$ cat config.mk
export PLATFORM = sky130hd
export DESIGN_NAME = regfile_scoreboard
export DESIGN_NICKNAME = d
export VERILOG_FILES = /design/src/rtl/regfile_scoreboard.sv
export SDC_FILE = /design/constraint.sdc
export NUM_CORES = 2
export LEC_CHECK = 0
export BUFFER_PORTS_ARGS = -buffer_cell sky130_fd_sc_hd__buf_2
export CORE_MARGIN = 3
export CORE_UTILIZATION = 40
export DETAILED_ROUTE_END_ITERATION = 16
export GPL_TIMING_DRIVEN = 0
export MAX_ROUTING_LAYER = met4
export PLACE_DENSITY = 0.58
export SYNTH_ARGS = -nofsm -noshare
export SYNTH_HDL_FRONTEND = slang
export SYNTH_SLANG_ARGS = --single-unit
$ cat constraint.sdc
create_clock -name clk -period 3.15 [get_ports clk]
set_input_delay 0.315 -clock clk [delete_from_list [all_inputs] [get_ports clk]]
set_output_delay 0.315 -clock clk [all_outputs]
set_load 0.02 [all_outputs]
$ cat src/rtl/regfile_scoreboard.sv
// Architectural register file with write-back bypass and a per-register
// pending-write scoreboard that raises a RAW hazard stall toward ID.
module regfile_scoreboard #(
    parameter int XLEN  = 32,
    parameter int NREGS = 32,
    parameter int CNT_W = 2
) (
    input  logic             clk,
    input  logic             rst_n,
    input  logic [XLEN-1:0]  wb_data_in,
    input  logic [4:0]       wb_addr_in,
    input  logic             wb_enable_in,
    input  logic [4:0]       rs1_addr_in,
    input  logic [4:0]       rs2_addr_in,
    input  logic             rs1_used_in,
    input  logic             rs2_used_in,
    output logic [XLEN-1:0]  rs1_data_out,
    output logic [XLEN-1:0]  rs2_data_out,
    input  logic             issue_valid_in,
    input  logic [4:0]       issue_rd_in,
    input  logic             issue_regwrite_in,
    input  logic             flush_in,
    output logic             hazard_stall_out,
    output logic             sb_error_out
);

    localparam logic [CNT_W-1:0] CNT_MAX = '1;
    localparam logic [CNT_W-1:0] CNT_ONE = {{(CNT_W-1){1'b0}}, 1'b1};

    // Register storage is flops rather than RAM: reset must clear every entry.
    logic [XLEN-1:0]             regs_reg [NREGS];
    logic [NREGS-1:0][CNT_W-1:0] cnt_reg;
    logic [NREGS-1:0][CNT_W-1:0] cnt_next;
    logic [NREGS-1:0]            err_hit;
    logic                        sb_error_reg;
    logic                        wb_write;
    logic [CNT_W-1:0]            rs1_cnt;
    logic [CNT_W-1:0]            rs2_cnt;
    logic                        pend1;
    logic                        pend2;

    assign wb_write = wb_enable_in & (wb_addr_in != 5'd0);

    // Register array update; x0 is never written so it stays zero.
    always_ff @(posedge clk or negedge rst_n) begin
        if (!rst_n) begin
            for (int i = 0; i < NREGS; i++) begin
                regs_reg[i] <= '0;
            end
        end else if (wb_write) begin
            regs_reg[wb_addr_in] <= wb_data_in;
        end
    end

    // Per-register next-count and overflow/underflow detection.
    genvar gi;
    generate
        for (gi = 0; gi < NREGS; gi++) begin : g_cnt
            if (gi == 0) begin : g_zero
                assign cnt_next[gi] = '0;
                assign err_hit[gi]  = 1'b0;
            end else begin : g_track
                logic inc;
                logic dec;
                logic at_max;
                logic at_zero;
                assign inc     = issue_valid_in & issue_regwrite_in & (issue_rd_in == 5'(gi));
                assign dec     = wb_enable_in & (wb_addr_in == 5'(gi));
                assign at_max  = (cnt_reg[gi] == CNT_MAX);
                assign at_zero = (cnt_reg[gi] == '0);
                // Simultaneous issue and write-back cancel; saturate at both ends.
                assign cnt_next[gi] = (inc & ~dec & ~at_max)  ? cnt_reg[gi] + CNT_ONE :
                                      (dec & ~inc & ~at_zero) ? cnt_reg[gi] - CNT_ONE :
                                                                cnt_reg[gi];
                assign err_hit[gi]  = (inc & ~dec & at_max) | (dec & ~inc & at_zero);
            end
        end
    endgenerate

    // Counter state and sticky error; flush clears counts and masks errors.
    always_ff @(posedge clk or negedge rst_n) begin
        if (!rst_n) begin
            cnt_reg      <= '0;
            sb_error_reg <= 1'b0;
        end else if (flush_in) begin
            cnt_reg      <= '0;
        end else begin
            cnt_reg <= cnt_next;
            if (|err_hit) begin
                sb_error_reg <= 1'b1;
            end
        end
    end

    // Combinational read ports with same-cycle write-back bypass.
    always_comb begin
        rs1_data_out = '0;
        rs2_data_out = '0;
        if (rs1_addr_in != 5'd0) begin
            if (wb_enable_in && (wb_addr_in == rs1_addr_in)) begin
                rs1_data_out = wb_data_in;
            end else begin
                rs1_data_out = regs_reg[rs1_addr_in];
            end
        end
        if (rs2_addr_in != 5'd0) begin
            if (wb_enable_in && (wb_addr_in == rs2_addr_in)) begin
                rs2_data_out = wb_data_in;
            end else begin
                rs2_data_out = regs_reg[rs2_addr_in];
            end
        end
    end

    // A lone outstanding write that completes this cycle is covered by bypass.
    assign rs1_cnt = cnt_reg[rs1_addr_in];
    assign rs2_cnt = cnt_reg[rs2_addr_in];
    assign pend1 = rs1_used_in & (rs1_addr_in != 5'd0) & (rs1_cnt != '0) &
                   ~((rs1_cnt == CNT_ONE) & wb_enable_in & (wb_addr_in == rs1_addr_in));
    assign pend2 = rs2_used_in & (rs2_addr_in != 5'd0) & (rs2_cnt != '0) &
                   ~((rs2_cnt == CNT_ONE) & wb_enable_in & (wb_addr_in == rs2_addr_in));

    assign hazard_stall_out = pend1 | pend2;
    assign sb_error_out     = sb_error_reg;

endmodule

==> results.sh <==
export IMPL_antenna_found_initial=21
export IMPL_layout_nets=5224
export IMPL_powerDensity_mw_per_mm2=622
export IMPL_syn_cell_area_mm2=0.0603
export IMPL_die_y_um=394
export IMPL_cts_tree="yes"
export IMPL_path_max_fanout=10
export IMPL_async_flop_share_pct=100
export IMPL_clock_sinks=1087
export IMPL_rsz0062_at_grt="true"
export IMPL_cts_max_level=3
export IMPL_syn_avg_cell_area_um2=12.4
export IMPL_clk_latency_ns=0.76
export IMPL_worst_clock_skew_ns=0.0208
export IMPL_hold_slack_ns=0.0309
export IMPL_grt_met3_usage_pct=17.1
export IMPL_grt_start_max_net_pins=147
export IMPL_synth_distinct_cells=69
export IMPL_dpl_hpwl_um=190000
export IMPL_slew_viol_final=86
export IMPL_fmax_mhz=296
export IMPL_power_leakage_nw=31.3
export IMPL_fin_crit_sh_pct=107
export IMPL_ant_nets=0
export IMPL_grt_ovfl_total=0
export IMPL_pwr_share_clk_pct=34.5
export IMPL_yosys_warnings=0
export IMPL_dp_slack_ns=-1.67
export IMPL_slew_headroom_pct=-9.71
export IMPL_die_x_um=394
export IMPL_period_needed_ns=3.38
export IMPL_dp_cells=6990
export IMPL_cp_slowest_cell="nand4_1"
export IMPL_critPathLaunchType="input port"
export IMPL_area_delta_synth_final_pct=16.0
export IMPL_violations="max-capacitance violations, max-slew violations, negative setup slack"
export IMPL_critPathMaxStageDelay_ns=1.00
export IMPL_status="finished, violations left"
export IMPL_crit_top_cell="nand2_1"
export IMPL_swShare_pct=30.9
export IMPL_post_route_drc_count=0
export IMPL_crit_type="in -> reg"
export IMPL_ys_ff_latch=1087
export IMPL_end_kind="flip-flop"
export IMPL_fin_setup_tns_ns=-4.28
export IMPL_p_switching_mw=13.4
export IMPL_setup_ws_ns=-0.231
export IMPL_synth_common_cells="nand2_1 (1289), dfrtp_1 (1087), mux4_2 (670)"
export IMPL_place_gp_congestion=1.00
export IMPL_vdd_drop_max_uv=503
export IMPL_tritoncts_num_buffers=121
export IMPL_tightest_slew_ns=1.65
export IMPL_setup_viol=53
export IMPL_yosysTopAreaCell="dfrtp_1"
export IMPL_seq_power_share_pct=42.0
export IMPL_synth_edf_count=0
export IMPL_cp_required_ns=3.84
export IMPL_wl_um=291000
export IMPL_initial_core_util_pct=40.5
export IMPL_ios=126
export IMPL_grt_pass1_vias=46600
export IMPL_ys_flop_type="dfrtp_1"
export IMPL_syn_nets=4916
export IMPL_yosysMostFrequentCell="nand2_1"
export IMPL_stdcell_count=7296
export IMPL_drtIter0Drc=8186
export IMPL_path_clk_slew_ns=0.06
export IMPL_grt_met2_usage_pct=51.2
export IMPL_post_drt_wl_per_cell_um=39.9
export IMPL_grt_most_used_layer="met2"
export IMPL_power_share_combinational_pct=23.5
export IMPL_finalInstanceArea_mm2=0.0699
export IMPL_io_buffer_count=114
export IMPL_vias=49100
export IMPL_placed_cell_area_mm2=0.0639
export IMPL_critPathArrivalTime_ns=4.07
export IMPL_num_rows=141
export IMPL_p_int_mw=30.1
export IMPL_grt_use_total_pct=38.2
export IMPL_cts_buffer_depth=3
export IMPL_grt_use_met1_pct=45.2
export IMPL_vias_per_cell=6.73
export IMPL_syn_inst=4856
export IMPL_yosysTopAreaCellShare_pct=45.1
export IMPL_min_path_type="in -> async"
export IMPL_hold_viol=0
export IMPL_die_area_mm2=0.155
export IMPL_yosysSeqAreaShare_pct=45.1
export IMPL_largest_reg_flops=1024
export IMPL_crit_chain="buf_2, nor2_2, nand4_1, inv_1, clkbuf_1, nand2_1, nand2_1"
export IMPL_final_layout_size_suffix_gt1_share_pct=37.3
export IMPL_synth_area_leaders="dfrtp_1 (45%), mux4_2 (25%), mux2_2 (11%), nand2_1 (8.0%), clkbuf_1 (2.2%)"
export IMPL_cts_root_buf="clkbuf_16"
export IMPL_drt_first_pass_iters=6
export IMPL_cap_violations=11
export IMPL_core_area_mm2=0.149
export IMPL_grt_pass1_wl_um=393000
-- power by group through the flow --
stage	clock (mW)	combinational (mW)	sequential (mW)
6_report	15.0	10.2	18.3
5_1_grt	15.5	10.7	18.5
4_1_cts	14.9	9.77	18.1
3_5_place_dp	0	9.45	18.4
3_3_place_gp	0	9.27	18.3
2_1_floorplan	0	6.56	17.8
-- stage by stage --
step	power [mW]	util, %
6_report	43.5	47.0
3_5_place_dp	27.8	43.0
3_3_place_gp	27.5	42.6
5_1_grt	44.7	47.0
4_1_cts	42.9	46.6
2_1_floorplan	24.3	-
-- final cells by class --
class / count / area, µm²
well taps: 2002 / 2500
diodes: 26 / 65.1
repair buffers: 188 / 1690
fillers: 13400 / 78800
clock inverters: 46 / 507
inverters: 11 / 41.3
clock buffers: 181 / 3600
flip-flops and latches: 1087 / 27200
multi-input cells: 3276 / 31500
plain buffers: 479 / 2820
-- cells by family after synthesis --
family                    count (synthesis)  share of synthesized area [%]
xor gates and xnor gates                 10                          0.145
AOI/OAI and AO/OA                       268                           2.48
DFF                                    1087                           45.1
and+or+nand+nor                        1643                           11.3
buffers and inverters                   493                           3.34
muxes                                  1355                           37.7
-- timing repair --
| item | CTS | global route |
|---|---|---|
| setup endpoints to repair | 65 | 64 |
| hold buffers | 34 | 0 |
| hold endpoints to repair | 191 | 0 |
| pin swaps | 17 | 32 |
| resized for setup | 333 | 144 |
| setup buffers | 3 | 18 |
-- cell usage in the layout, fill, tap and decap left out, types with 9 or more instances in the layout --
master            n
nand2_1        1289
dfrtp_1        1077
mux4_2          670
mux2_2          614
clkbuf_1        287
clkbuf_16       121
buf_2           116
nor2_1          115
a21oi_1         103
mux2i_1          70
buf_4            65
buf_6            59
o21ai_0          57
clkbuf_8         46
clkbuf_2         40
dlygate4sd3_1    34
o21ai_2          31
clkinv_2         28
and2_1           27
nor3_1           27
diode_2          26
nor2_2           26
clkbuf_4         25
nand4_1          23
buf_8            21
nor4_1           21
o21ai_1          21
nand3_1          15
nor2_4           15
buf_12           13
nand2b_1         13
inv_1            11
buf_16           11
or2_2            10
buf_1            10
dfrtp_2          10
a31oi_1           9
-- final timing paths --
check | start | to | slack (ns) | depth (start not counted)
max | wb_addr_in[1] | regs_reg[449]$_DFFE_PN0P_ | -0.23 | 7
min | rst_n | regs_reg[994]$_DFFE_PN0P_ | 0.03 | 2
max reg2reg | cnt_reg[4]$_DFFE_PN0P_ | sb_error_out$_DFFE_PN0P_ | 0.95 | 5
min reg2reg | regs_reg[1002]$_DFFE_PN0P_ | regs_reg[1002]$_DFFE_PN0P_ | 0.47 | 1
max in group asynchronous | rst_n | regs_reg[220]$_DFFE_PN0P_ | 0.75 | 5
min in group clk | issue_rd_in[4] | cnt_reg[12]$_DFFE_PN0P_ | 0.10 | 5
-- worst max-delay path, delay by kind of cell --
kind | cells | cell delay (ns)
simple gates | 4 | 1.66
buf+inv | 3 | 2.08
-- routing by layer --
| metal | vias up | part of all wire [%] |
|---|---|---|
| met5 | - | 0 |
| met4 | 0 | 8.8 |
| met3 | 1213 | 15 |
| met2 | 4161 | 41 |
| met1 | 25400 | 34 |
| li1 | 18300 | - |
No activity file was read; power rests on OpenSTA's default activity.
